### config.mk
export PLATFORM = sky130hd
export DESIGN_NAME = mem_stage_flat
export DESIGN_NICKNAME = d
export VERILOG_FILES = /design/src/rtl/mem_stage_if.sv /design/src/rtl/mem_stage.sv /design/src/flat_wrapper.sv
export SDC_FILE = /design/constraint.sdc
export NUM_CORES = 1
export LEC_CHECK = 0
export ABC_CLOCK_PERIOD_IN_PS = 2100
export CAP_MARGIN = 20
export CORE_UTILIZATION = 42
export DETAILED_ROUTE_END_ITERATION = 10
export PLACE_DENSITY = 0.89
export SLEW_MARGIN = 10
export SYNTH_ARGS = -nofsm -noshare
export SYNTH_HDL_FRONTEND = slang
export SYNTH_SLANG_ARGS = --single-unit
export TNS_END_PERCENT = 100
### constraint.sdc
create_clock -name clk -period 2.1 [get_ports clk]
set_input_delay 0.63 -clock clk [delete_from_list [all_inputs] [get_ports clk]]
set_output_delay 0.63 -clock clk [all_outputs]
set_load 0.05 [all_outputs]
### src/rtl/mem_stage_if.sv
// Data-memory port of the memory stage: request/address/data out, ready/rdata back.
interface mem_stage_if #(
    parameter int DATA_W = 8
);
    logic              req;
    logic              we;
    logic [DATA_W-1:0] addr;
    logic [DATA_W-1:0] wdata;
    logic [DATA_W-1:0] rdata;
    logic              ready;

    modport master (output req, we, addr, wdata, input rdata, ready);
    modport slave  (input req, we, addr, wdata, output rdata, ready);
endinterface

### src/rtl/mem_stage.sv
// Memory stage: EX/MEM register, dmem handshake with timeout abort, stall
// generation and the MEM/WB register.
module mem_stage #(
    parameter int DATA_W  = 8,
    parameter int RD_W    = 3,
    parameter int TIMEOUT = 16
) (
    input  logic              clk,
    input  logic              reset,
    input  logic              flush,
    input  logic              ex_valid,
    input  logic [DATA_W-1:0] ex_alu_result,
    input  logic [DATA_W-1:0] ex_store_data,
    input  logic              ex_mem_read,
    input  logic              ex_mem_write,
    input  logic              ex_reg_write,
    input  logic [RD_W-1:0]   ex_rd,
    mem_stage_if.master       dmem,
    output logic              mem_stall,
    output logic [DATA_W-1:0] alu_result_mem,
    output logic [DATA_W-1:0] write_data_wb,
    output logic              wb_valid,
    output logic              wb_reg_write,
    output logic [RD_W-1:0]   wb_rd,
    output logic              mem_fault,
    output logic              fault_sticky
);
    localparam int CNT_W = $clog2(TIMEOUT);
    localparam logic [CNT_W-1:0] CNT_LAST = CNT_W'(TIMEOUT - 1);

    typedef struct packed {
        logic              valid;
        logic [DATA_W-1:0] alu;
        logic [DATA_W-1:0] sdata;
        logic              rd_en;
        logic              wr_en;
        logic              reg_write;
        logic [RD_W-1:0]   rd;
    } m_reg_t;

    typedef enum logic {IDLE, WAIT} state_t;

    m_reg_t            m;
    state_t            state, state_nx;
    logic [CNT_W-1:0]  wait_cnt, cnt_nx;
    logic              m_mem;
    logic              abort;

    assign m_mem     = m.valid & (m.rd_en | m.wr_en);
    assign abort     = (state == WAIT) & (wait_cnt == CNT_LAST) & ~dmem.ready;
    assign mem_stall = m_mem & ~dmem.ready & ~abort;

    // Read wins over write when both are set, so a conflicting op behaves as a load.
    assign dmem.req       = m_mem & ~abort;
    assign dmem.we        = m.wr_en & ~m.rd_en;
    assign dmem.addr      = m.alu;
    assign dmem.wdata     = m.sdata;
    assign alu_result_mem = m.alu;

    always_comb begin
        state_nx = state;
        cnt_nx   = wait_cnt;
        case (state)
            IDLE: if (m_mem & ~dmem.ready) begin
                state_nx = WAIT;
                cnt_nx   = CNT_W'(1);
            end
            WAIT: if (dmem.ready | abort) begin
                state_nx = IDLE;
                cnt_nx   = '0;
            end else begin
                cnt_nx   = wait_cnt + CNT_W'(1);
            end
            default: begin
                state_nx = IDLE;
                cnt_nx   = '0;
            end
        endcase
    end

    always_ff @(posedge clk) begin
        if (reset) begin
            state    <= IDLE;
            wait_cnt <= '0;
        end else begin
            state    <= state_nx;
            wait_cnt <= cnt_nx;
        end
    end

    // M holds while stalled; the stalled instruction is older than any flushing branch.
    always_ff @(posedge clk) begin
        if (reset) begin
            m <= '0;
        end else if (!mem_stall) begin
            m <= '{valid:     ex_valid & ~flush,
                   alu:       ex_alu_result,
                   sdata:     ex_store_data,
                   rd_en:     ex_mem_read,
                   wr_en:     ex_mem_write,
                   reg_write: ex_reg_write,
                   rd:        ex_rd};
        end
    end

    always_ff @(posedge clk) begin
        if (reset) begin
            wb_valid      <= 1'b0;
            wb_reg_write  <= 1'b0;
            write_data_wb <= '0;
            wb_rd         <= '0;
            mem_fault     <= 1'b0;
            fault_sticky  <= 1'b0;
        end else begin
            if (!mem_stall) begin
                wb_valid      <= m.valid;
                wb_reg_write  <= m.valid & m.reg_write & ~abort;
                write_data_wb <= m.rd_en ? dmem.rdata : m.alu;
                wb_rd         <= m.rd;
            end else begin
                wb_valid      <= 1'b0;
                wb_reg_write  <= 1'b0;
            end
            mem_fault    <= abort;
            fault_sticky <= fault_sticky | abort;
        end
    end
endmodule
### src/flat_wrapper.sv
// flat-port wrapper written by rule: the top's interface ports become plain ports
module mem_stage_flat 
#(
    parameter int DATA_W  = 8,
    parameter int RD_W    = 3,
    parameter int TIMEOUT = 16
)
  (clk, reset, flush, ex_valid, ex_alu_result, ex_store_data, ex_mem_read, ex_mem_write, ex_reg_write, ex_rd, mem_stall, alu_result_mem, write_data_wb, wb_valid, wb_reg_write, wb_rd, mem_fault, fault_sticky, dmem_req, dmem_we, dmem_addr, dmem_wdata, dmem_rdata, dmem_ready);
  mem_stage_if #(.DATA_W(DATA_W)) dmem_i ();
  input  logic clk;
  input  logic reset;
  input  logic flush;
  input  logic ex_valid;
  input  logic [DATA_W-1:0] ex_alu_result;
  input  logic [DATA_W-1:0] ex_store_data;
  input  logic ex_mem_read;
  input  logic ex_mem_write;
  input  logic ex_reg_write;
  input  logic [RD_W-1:0] ex_rd;
  output logic mem_stall;
  output logic [DATA_W-1:0] alu_result_mem;
  output logic [DATA_W-1:0] write_data_wb;
  output logic wb_valid;
  output logic wb_reg_write;
  output logic [RD_W-1:0] wb_rd;
  output logic mem_fault;
  output logic fault_sticky;
  output wire logic [$bits(dmem_i.req)-1:0] dmem_req;
  output wire logic [$bits(dmem_i.we)-1:0] dmem_we;
  output wire logic [$bits(dmem_i.addr)-1:0] dmem_addr;
  output wire logic [$bits(dmem_i.wdata)-1:0] dmem_wdata;
  input wire logic [$bits(dmem_i.rdata)-1:0] dmem_rdata;
  input wire logic [$bits(dmem_i.ready)-1:0] dmem_ready;
  assign dmem_req = dmem_i.req;
  assign dmem_we = dmem_i.we;
  assign dmem_addr = dmem_i.addr;
  assign dmem_wdata = dmem_i.wdata;
  assign dmem_i.rdata = dmem_rdata;
  assign dmem_i.ready = dmem_ready;
  mem_stage #(.DATA_W(DATA_W), .RD_W(RD_W), .TIMEOUT(TIMEOUT)) u_core (.clk(clk), .reset(reset), .flush(flush), .ex_valid(ex_valid), .ex_alu_result(ex_alu_result), .ex_store_data(ex_store_data), .ex_mem_read(ex_mem_read), .ex_mem_write(ex_mem_write), .ex_reg_write(ex_reg_write), .ex_rd(ex_rd), .dmem(dmem_i), .mem_stall(mem_stall), .alu_result_mem(alu_result_mem), .write_data_wb(write_data_wb), .wb_valid(wb_valid), .wb_reg_write(wb_reg_write), .wb_rd(wb_rd), .mem_fault(mem_fault), .fault_sticky(fault_sticky));
endmodule
==> results.tsv, run 1 <==
stage	metric	value	unit
status	status	completed	
cts	clkTransAtPathRegs	0.08	ns
synth	async_reset_ff_share	0	%
cts	cts-hold-fix-buffers	0	
worst_hold_path	hp-class	reg2reg	
power_and_ir_drop	swShare	27.2	%
final_layout	drive_gt1_share	19.9	%
timing	hold_viol	0	
placed_design	dp_hpwl	2860	um
cts	cts_sinks	43	
synth	synth_nets	255	
floorplanning	ios	77	
grt	grt_pass1_wl	6080	um
timing	fmax	0.487	GHz
timing	relSlewSlack	66.7	%
detailed_routing	viasPerCell	4.85	
timing	clock_skew	0.00827	ns
synth	yosysWarningCount	0	
cts	cts-root-buf	clkbuf_8	
grt	grt_pass1_vias	1427	
setup_path	critPathMaxFanout	2	
floorplanning	die_h	68.2	um
synth	synth_edf_count	0	
setup_path	critPathCaptureType	primary output	
power_and_ir_drop	irDropWorstVdd	0.000485	V
cts	cts_max_level	2	
synth	synthCells	219	
final_layout	final_net_count	311	
setup_path	cp.required	1.47	ns
grt	grt_start_max_net_pins	43	
setup_path	cp-start-kind	flop	
job	maxCapViolCount	0	
detailed_routing	postRouteAntennaNets	0	
detailed_routing	wire_per_inst	12.4	um
final_layout	fin_area	0.00260	mm2
placed_design	placed_cells	317	
synth	yosysTopAreaCell	dfxtp_1	
final_layout	fin_cells	326	
power_and_ir_drop	total_power	1910	uW
final_layout	fillCellCount	364	
synth	ys.flop_type	dfxtp_1	
synth	avgSynthCellArea	8.40	um2
detailed_routing	wl	4040	um
power_and_ir_drop	leakagePower	0.00119	uW
cts	clk-insertion-delay-late	0.28	ns
floorplanning	rows	23	
timing	slew_violations	0	
detailed_routing	drc	0	
timing	finalSetupViolCount	0	
power_and_ir_drop	combPwrFrac	19.6	%
power_and_ir_drop	p_per_area	733	mW/mm2
timing	fin_crit	2.05	ns
setup_path	cp_top_family	buffers and inverters	
grt	grt_usage	17.5	%
placed_design	port_buffers	76	
setup_path	crit_type	reg2out	
synth	netlist_top_cells_area	dfxtp_1 (47%), buf_4 (11%), nand2_1 (10%)	
power_and_ir_drop	clkPwrFrac	34.2	%
synth	netlist_area	0.00184	mm2
placed_design	place_congestion	0.730	
floorplanning	fp.dieW	68.2	um
floorplanning	die_area	0.00465	mm2
setup_path	cpMaxStageDelayCell	clkdlybuf4s50_1	
floorplanning	start_util	44.7	%
synth	synth_most_common_cell	nand2_1	
timing	fin_hold_ws	0.453	ns
setup_path	max_stage_delay	0.80	ns
synth	synthTopCellsByCount	nand2_1 (51), dfxtp_1 (43), a21oi_1 (30)	
power_and_ir_drop	power.share.sequential	46.2	%
timing	worst_pin_slew	0.498	ns
grt	overflow	0	
detailed_routing	dr.pass1.iters	4	
power_and_ir_drop	switchingPower	518	uW
synth	yosys.area.top_type_share	46.8	%
cts	cts_tree	yes	
detailed_routing	first_iter_violations	125	
final_layout	n_antenna_cell	0	
power_and_ir_drop	intPower	1390	uW
placed_design	placed_cell_area	0.00243	mm2
cts	cts_made_buffers	5	
floorplanning	design.core.area	0.00412	mm2
grt	antenna_found_initial	0	
synth	synth.distinct_cells	28	
final_layout	areaGrowthSynthToFinish	41.4	%
detailed_routing	route.vias.total	1582	
synth	yosysSeqAreaShare	46.8	%
setup_path	worstPathCellList	clkdlybuf4s50_1	
timing	post-route-period-util	97.8	%
synth	synth_seq_cells	43	
setup_path	cp_num_buf_inv	1	
setup_path	critPathArrivalTime	1.42	ns
cts	clockBufferDepth	2	
-- registers in the layout (all words and copies together) (netlist names) --
| signal | cells |
|---|---|
| u_core.wb_reg_write | 1 |
| u_core.wb_rd | 3 |
| u_core.fault_sticky | 1 |
| u_core.wait_cnt | 4 |
| u_core.m | 7 |
| u_core.wb_valid | 1 |
| u_core.state | 1 |
| u_core.dmem.wdata | 8 |
| u_core.alu_result_mem | 8 |
| u_core.mem_fault | 1 |
| u_core.write_data_wb | 8 |
-- routing by layer --
metal | vias to the layer above | share of wire (%) | track usage [%]
met4 | 0 | 0.42 | 4.17
met1 | 715 | 42 | 20.6
li1 | 812 | - | -
met2 | 53 | 50 | 31.3
met5 | - | 0 | 0
met3 | 2 | 6.8 | 4.67
-- worst min-delay path, delay by kind of cell (launching register included) --
family | cells | cell delay [ns]
flip-flops | 1 | 0.32
AO/OA/AOI/OAI | 1 | 0.05
AND/OR/NAND/NOR | 1 | 0.05
-- cell type report --
type / instances / area, um2 / share of cell area [%]
Tap cell: 50 / 62.6 / 2.41
Clock buffer: 6 / 82.6 / 3.17
Timing Repair Buffer: 85 / 797 / 30.6
Inverter: 2 / 10.0 / 0.385
Sequential cell: 43 / 866 / 33.3
Clock inverter: 2 / 35.0 / 1.35
Multi-Input combinational cell: 138 / 748 / 28.8
-- cell usage in the layout (no fill, tap or decap), types with 2 or more instances in the layout --
master,netlist,layout
buf_12,0,2
nand2b_1,2,2
nand2_1,51,51
a211oi_1,8,8
clkdlybuf4s50_1,0,41
a21oi_1,30,30
clkbuf_8,0,6
dlymetal6s2s_1,0,6
dfxtp_1,43,41
mux2i_1,8,8
buf_4,27,35
or3_1,2,2
o21ai_0,3,3
nor2b_1,2,2
nor3_1,2,2
nor2_1,18,17
-- cells by family (layout without fill, tap and decap cells) --
| family | Yosys count | after routing | share of synthesized area (%) |
|---|---|---|---|
| compound gates | 44 | 44 | 13.5 |
| fa+ha+maj | 1 | 1 | 0.680 |
| buf+inv | 38 | 95 | 14.0 |
| flops | 43 | 43 | 46.8 |
| mux | 8 | 8 | 4.35 |
| simple gates | 85 | 85 | 20.7 |
-- timing repair --
action / CTS / global route
setup buffers: 1 / 0
resized for setup: 5 / 10
pin swaps: 1 / 1
endpoints found under the setup margin: 2 / 7
-- worst paths after layout --
check                            start                   to  slack, ns  cells past startpoint
hold reg to reg        u_core.wb_rd[0]      u_core.wb_rd[0]       0.45                      2
setup / recovery  u_core.dmem.wdata[1]        dmem_wdata[1]       0.05                      1
setup reg to reg           u_core.m[5]  u_core.wb_reg_write       0.52                      6
hold / removal         u_core.wb_rd[0]      u_core.wb_rd[0]       0.45                      2
-- power groups by stage --
stage	Clock, uW	Combinational, uW	Sequential [uW]
after floorplan	0	214	942
final	652	374	881
after global routing	707	397	886
after CTS	667	376	883
after detailed placement	0	376	901
after global placement	0	370	901
-- per-stage QoR --
stage | setup TNS [ns] | setup WS [ns] | utilization, %
floorplan | 0 | 0.136 | -
global placement | -0.266 | -0.126 | 59.1
detailed placement | -0.673 | -0.164 | 59.1
CTS | 0 | 0.00285 | 62.6
global route | -0.00215 | -0.00215 | 63.2
finish | 0 | 0.0456 | 63.2
(Power assumes the default switching activity.)
==> inputs of run 2 (changes only) <==
- CORE_UTILIZATION: 42 -> 45
- DONT_BUFFER_PORTS: unset -> 1
- PLACE_DENSITY: 0.89 -> 0.7
==> run 2 against run 1 <==
Against the previous run:
- clock power fell by 29%
- largest power group unchanged
- largest cell class unchanged
- power fell by 17%
- highest routed layer unchanged
- design area fell by 28%
==> results.tsv, run 2 (synthesized netlist as in run 1, its figures left out) <==
stage	metric	value	unit	change
setup_path	worstPathCellList	ha_4, and3_4, and2_4, nor2_2, buf_12		
final_layout	fin_cells	251		-23%
grt	grt_pass1_wl	5250	um	-14%
cts	clockBufferDepth	2		unchanged
cts	clkTransAtPathRegs	0.07	ns	about the same
status	status	completed		
setup_path	crit_type	reg2out		
setup_path	r2r_start	u_core.wait_cnt[1]		
detailed_routing	drc	0		unchanged
placed_design	port_buffers	0		-100%
cts	cts-hold-fix-buffers	0		unchanged
setup_path	r2r_setup_slack	0.53	ns	about the same
timing	finalSetupViolCount	0		unchanged
timing	tns	0	ns	unchanged
setup_path	worst-path-stages	5		+4
job	maxCapViolCount	0		unchanged
grt	grt_usage	16.2	%	-1.4 points
floorplanning	die_area	0.00435	mm2	-6.5%
power_and_ir_drop	p_per_area	849	mW/mm2	+16%
final_layout	final_core_util	49.2	%	-14 points
placed_design	place_congestion	0.685		-6.2%
floorplanning	design.core.area	0.00380	mm2	-7.7%
detailed_routing	viasPerCell	5.16		+6.4%
cts	clk-insertion-delay-late	0.28	ns	about the same
setup_path	cpMaxStageDelayCell	dfxtp_4		
placed_design	placed_cell_area	0.00176	mm2	-27%
power_and_ir_drop	leakagePower	0.000767	uW	-35%
cts	cts_sinks	43		unchanged
timing	worst_pin_slew	0.542	ns	+0.0437 ns
detailed_routing	route.vias.total	1296		-18%
setup_path	cp.required	1.47	ns	about the same
setup_path	max_stage_delay	0.36	ns	-0.44 ns
detailed_routing	wire_per_inst	13.5	um	+8.8%
floorplanning	rows	22		-4.3%
timing	fmax	0.488	GHz	+0.20%
detailed_routing	postRouteAntennaNets	0		unchanged
setup_path	rr_worst_depth	6		unchanged
detailed_routing	first_iter_violations	55		-56%
timing	fin_crit	2.05	ns	-0.00402 ns
final_layout	drive_gt1_share	14.3	%	-5.6 points
floorplanning	start_util	48.4	%	+3.7 points
final_layout	mostFrequentLayoutCells	nand2_1 (51), dfxtp_1 (41), a21oi_1 (30)		
timing	hold_viol	0		unchanged
grt	antenna_found_initial	0		unchanged
timing	post-route-period-util	97.6	%	-0.19 points
timing	rsz0062_at_grt	no		
grt	grt_start_max_net_pins	43		unchanged
final_layout	n_antenna_cell	0		unchanged
setup_path	critPathMaxFanout	5		+3
setup_path	cp-start-kind	flop		
floorplanning	die_h	65.9	um	-3.3%
power_and_ir_drop	irDropWorstVdd	0.000363	V	-25%
cts	cts_made_buffers	5		unchanged
final_layout	multiInputGateArea	743	um2	-0.67%
timing	fin_hold_ws	0.413	ns	-0.0409 ns
floorplanning	fp.dieW	65.9	um	-3.3%
grt	grt_pass1_vias	1165		-18%
grt	overflow	0		unchanged
setup_path	critPathLaunch	u_core.wait_cnt[0]		
floorplanning	ios	77		unchanged
setup_path	cp_top_family	simple AND/OR/NAND/NOR gates		
detailed_routing	dr.pass1.iters	4		unchanged
placed_design	placed_cells	244		-23%
final_layout	areaGrowthSynthToFinish	1.63	%	
setup_path	setup.worst_path.end	dmem_req		
cts	cts_tree	yes		
worst_hold_path	hp-class	in2reg		
final_layout	final_net_count	240		-23%
setup_path	critPathCaptureType	primary output		
final_layout	fillCellCount	379		+4.1%
cts	cts-root-buf	clkbuf_8		
cts	cts_max_level	2		unchanged
final_layout	fin_area	0.00187	mm2	-28%
timing	relSlewSlack	63.5	%	-3.2 points
detailed_routing	wl	3390	um	-16%
placed_design	dp_hpwl	2240	um	-22%
timing	clock_skew	0.00456	ns	-0.00371 ns
timing	slew_violations	0		unchanged
setup_path	reg2reg_to	u_core.write_data_wb[5]		
worst_hold_path	hp-start	reset		
final_layout	regArea	866	um2	unchanged
final_layout	layout_commonest_cell	nand2_1		
setup_path	cp_num_buf_inv	1		unchanged
setup_path	critPathArrivalTime	1.42	ns	about the same
==> run 2: report_power, final <==
| part | switching (uW) | total, uW | internal, uW |
|---|---|---|---|
| clock | 243 | 465 | 222 |
| sequential | 101 | 956 | 855 |
| combinational | 116 | 166 | 50.2 |
==> run 2: metrics by stage <==
step                setup WS (ns)  total power [uW]
floorplan                   0.136              1160
global route              0.00574              1650
global placement            0.250              1140
detailed placement          0.230              1140
finish                     0.0496              1590
CTS                        0.0134              1610
==> run 2: cell type report <==
cell class                 instances  share of cell area (%)
clock buffer                       6                    3.88
multi-input combinational        138                    39.8
tap                               48                    3.21
timing repair buffer              14                    6.29
sequential                        43                    46.3
inverter                           2                   0.535
==> run 2: worst min-delay path by stage <==
| stage | endpoint | slack [ns] | depth (start not counted) |
|---|---|---|---|
| floorplan | u_core.m[3] | 0.43 | 2 |
| global placement | u_core.m[3] | 0.43 | 2 |
| detailed placement | u_core.m[3] | 0.44 | 2 |
| CTS | u_core.dmem.wdata[3] | 0.40 | 1 |
| global route | u_core.m[2] | 0.40 | 1 |
| finish | u_core.fault_sticky | 0.41 | 1 |
==> run 2: repair_timing <==
action,in CTS,in global routing
pin swaps,0,1
gates resized for setup,3,4
gates cloned,0,0
buffers inserted,0,1
endpoints found under the setup margin,1,1
==> run 2: layer usage <==
layer	part of all wire, %	wire length [um]	GRT usage [%]
met2	48	1640	27.0
met4	1.2	39	7.18
met1	42	1430	18.1
met5	0	0	0
met3	8.1	274	6.21
==> inputs of run 3 (changes only) <==
- CORE_ASPECT_RATIO: unset -> 1.1
==> run 3 against run 2 <==
Against the previous run:
- critical path depth is the same
- sequential share of layout area shrank 1.0 points
- critical endpoint unchanged
- largest cell class unchanged
- combinational power is essentially flat
- sequential power is essentially flat
- die area is essentially flat
- flip-flop and latch count is the same
- via count grew 2.3%
- cell count grew 2.0%
==> results.tsv, run 3 (synthesized netlist as in run 1, its figures left out) <==
stage	metric	value	unit	change
final_layout	drive_gt1_share	15.2	%	+0.91 points
final_layout	areaGrowthSynthToFinish	3.95	%	
power_and_ir_drop	p_per_area	905	mW/mm2	+6.6%
grt	antenna_found_initial	0		unchanged
final_layout	mostFrequentLayoutCells	nand2_1 (51), dfxtp_1 (41), a21oi_1 (30)		
cts	cts-root-buf	clkbuf_8		
final_layout	fin_cells	256		+2.0%
power_and_ir_drop	irDropWorstVdd	0.000372	V	+2.4%
timing	rsz0062_at_grt	no		
detailed_routing	drc	0		unchanged
setup_path	reg2reg_to	u_core.write_data_wb[6]		
floorplanning	fp.dieW	63.0	um	-4.5%
grt	overflow	0		unchanged
timing	slew_violations	0		unchanged
floorplanning	die_area	0.00435	mm2	about the same
cts	clockBufferDepth	2		unchanged
placed_design	placed_cells	248		+1.6%
grt	grt_pass1_vias	1187		+1.9%
setup_path	r2r_start	u_core.wait_cnt[1]		
timing	clock_skew	0.00403	ns	-0.000525 ns
placed_design	dp_hpwl	2250	um	+0.51%
cts	clkTransAtPathRegs	0.08	ns	about the same
timing	fin_crit	2.04	ns	-0.0143 ns
placed_design	port_buffers	0		unchanged
cts	cts_max_level	2		unchanged
placed_design	place_congestion	0.920		+34%
final_layout	regArea	866	um2	unchanged
final_layout	n_antenna_cell	0		unchanged
cts	clk-insertion-delay-late	0.28	ns	about the same
setup_path	critPathCaptureType	primary output		
cts	cts_made_buffers	5		unchanged
power_and_ir_drop	leakagePower	0.000780	uW	+1.7%
grt	grt_start_max_net_pins	43		unchanged
timing	worst_pin_slew	0.595	ns	+0.0530 ns
grt	grt_usage	16.9	%	+0.76 points
timing	setup_slack	0.0639	ns	+0.0143 ns
cts	cts_tree	yes		
setup_path	critPathArrivalTime	1.41	ns	about the same
timing	hold_viol	0		unchanged
worst_hold_path	hold_end	u_core.wait_cnt[3]		
job	maxCapViolCount	0		unchanged
timing	relSlewSlack	59.9	%	-3.6 points
setup_path	r2r_setup_slack	0.51	ns	-0.02 ns
detailed_routing	wire_per_inst	13.8	um	+2.2%
setup_path	cp.required	1.47	ns	about the same
setup_path	cp-start-kind	flop		
detailed_routing	postRouteAntennaNets	0		unchanged
final_layout	fillCellCount	391		+3.2%
final_layout	final_net_count	240		unchanged
timing	finalSetupViolCount	0		unchanged
worst_hold_path	hp-class	in2reg		
cts	cts-hold-fix-buffers	0		unchanged
timing	fmax	0.491	GHz	+0.70%
detailed_routing	wl	3530	um	+4.2%
detailed_routing	first_iter_violations	65		+18%
detailed_routing	dr.pass1.iters	4		unchanged
timing	post-route-period-util	97.0	%	-0.68 points
status	status	completed		
final_layout	multiInputGateArea	751	um2	+1.0%
setup_path	critPathMaxFanout	5		unchanged
grt	grt_pass1_wl	5670	um	+8.0%
floorplanning	design.core.area	0.00393	mm2	+3.6%
final_layout	layout_commonest_cell	nand2_1		
setup_path	crit_type	reg2out		
setup_path	rr_worst_depth	6		unchanged
floorplanning	die_h	69.1	um	+4.7%
floorplanning	ios	77		unchanged
detailed_routing	route.vias.total	1326		+2.3%
worst_hold_path	hp-start	reset		
floorplanning	start_util	46.8	%	-1.7 points
timing	tns	0	ns	unchanged
placed_design	place_ws	0.215	ns	-0.0150 ns
cts	cts_sinks	43		unchanged
detailed_routing	viasPerCell	5.18		+0.32%
worst_hold_path	holdPathStages	1		unchanged
floorplanning	rows	24		+9.1%
run 3: where the power goes:
part / internal [uW] / total, uW / switching (uW) / leakage (uW)
registers: 855 / 958 / 103 / 0.000356
clock network: 348 / 606 / 257 / 0.0000513
logic: 50.9 / 166 / 115 / 0.000373
run 3: through the flow:
stage	util [%]	area (um2)	hold WS [ns]	power, uW
floorplan	-	1840	0.427	1160
global placement	45.0	1770	0.433	1140
detailed placement	45.0	1770	0.437	1140
CTS	48.4	1900	0.389	1760
global route	48.6	1910	0.382	1800
finish	48.6	1910	0.405	1730
run 3: metal layers:
layer  part of all wire [%]  vias to the layer above  track usage (%)
li1                       -                      667                -
met3                    7.7                        2             6.29
met2                     49                       53             27.0
met4                   0.65                        0             6.20
met5                      0                        -                0
met1                     43                      604             20.6
run 3: repair_timing:
action                     in CTS  in global routing
setup endpoints to repair       1                  1
hold endpoints to repair        0                  0
pin swaps                       1                  1
setup buffers                   1                  0
resized for setup               7                  2
run 3: cell type report:
type,count,share of cell area [%]
Timing Repair Buffer,14,6.15
Clock inverter,1,1.57
Clock buffer,6,3.80
Multi-Input combinational cell,138,39.3
Sequential cell,43,45.3
Tap cell,52,3.40
Inverter,2,0.524
run 3: critical path, cell delays in order (launching register included):
cell and delay [ns]:
dfxtp_2 0.38, ha_4 0.16, and3_4 0.21, and2_4 0.16, nor2_4 0.04, buf_12 0.17
run 3: how the worst max path moves through the flow:
stage                        from       end  slack (ns)
2_1_floorplan  u_core.wait_cnt[0]  dmem_req        0.14
3_3_place_gp   u_core.wait_cnt[0]  dmem_req        0.25
3_5_place_dp   u_core.wait_cnt[0]  dmem_req        0.22
4_1_cts        u_core.wait_cnt[0]  dmem_req        0.01
5_1_grt        u_core.wait_cnt[0]  dmem_req        0.02
6_report       u_core.wait_cnt[1]  dmem_req        0.06
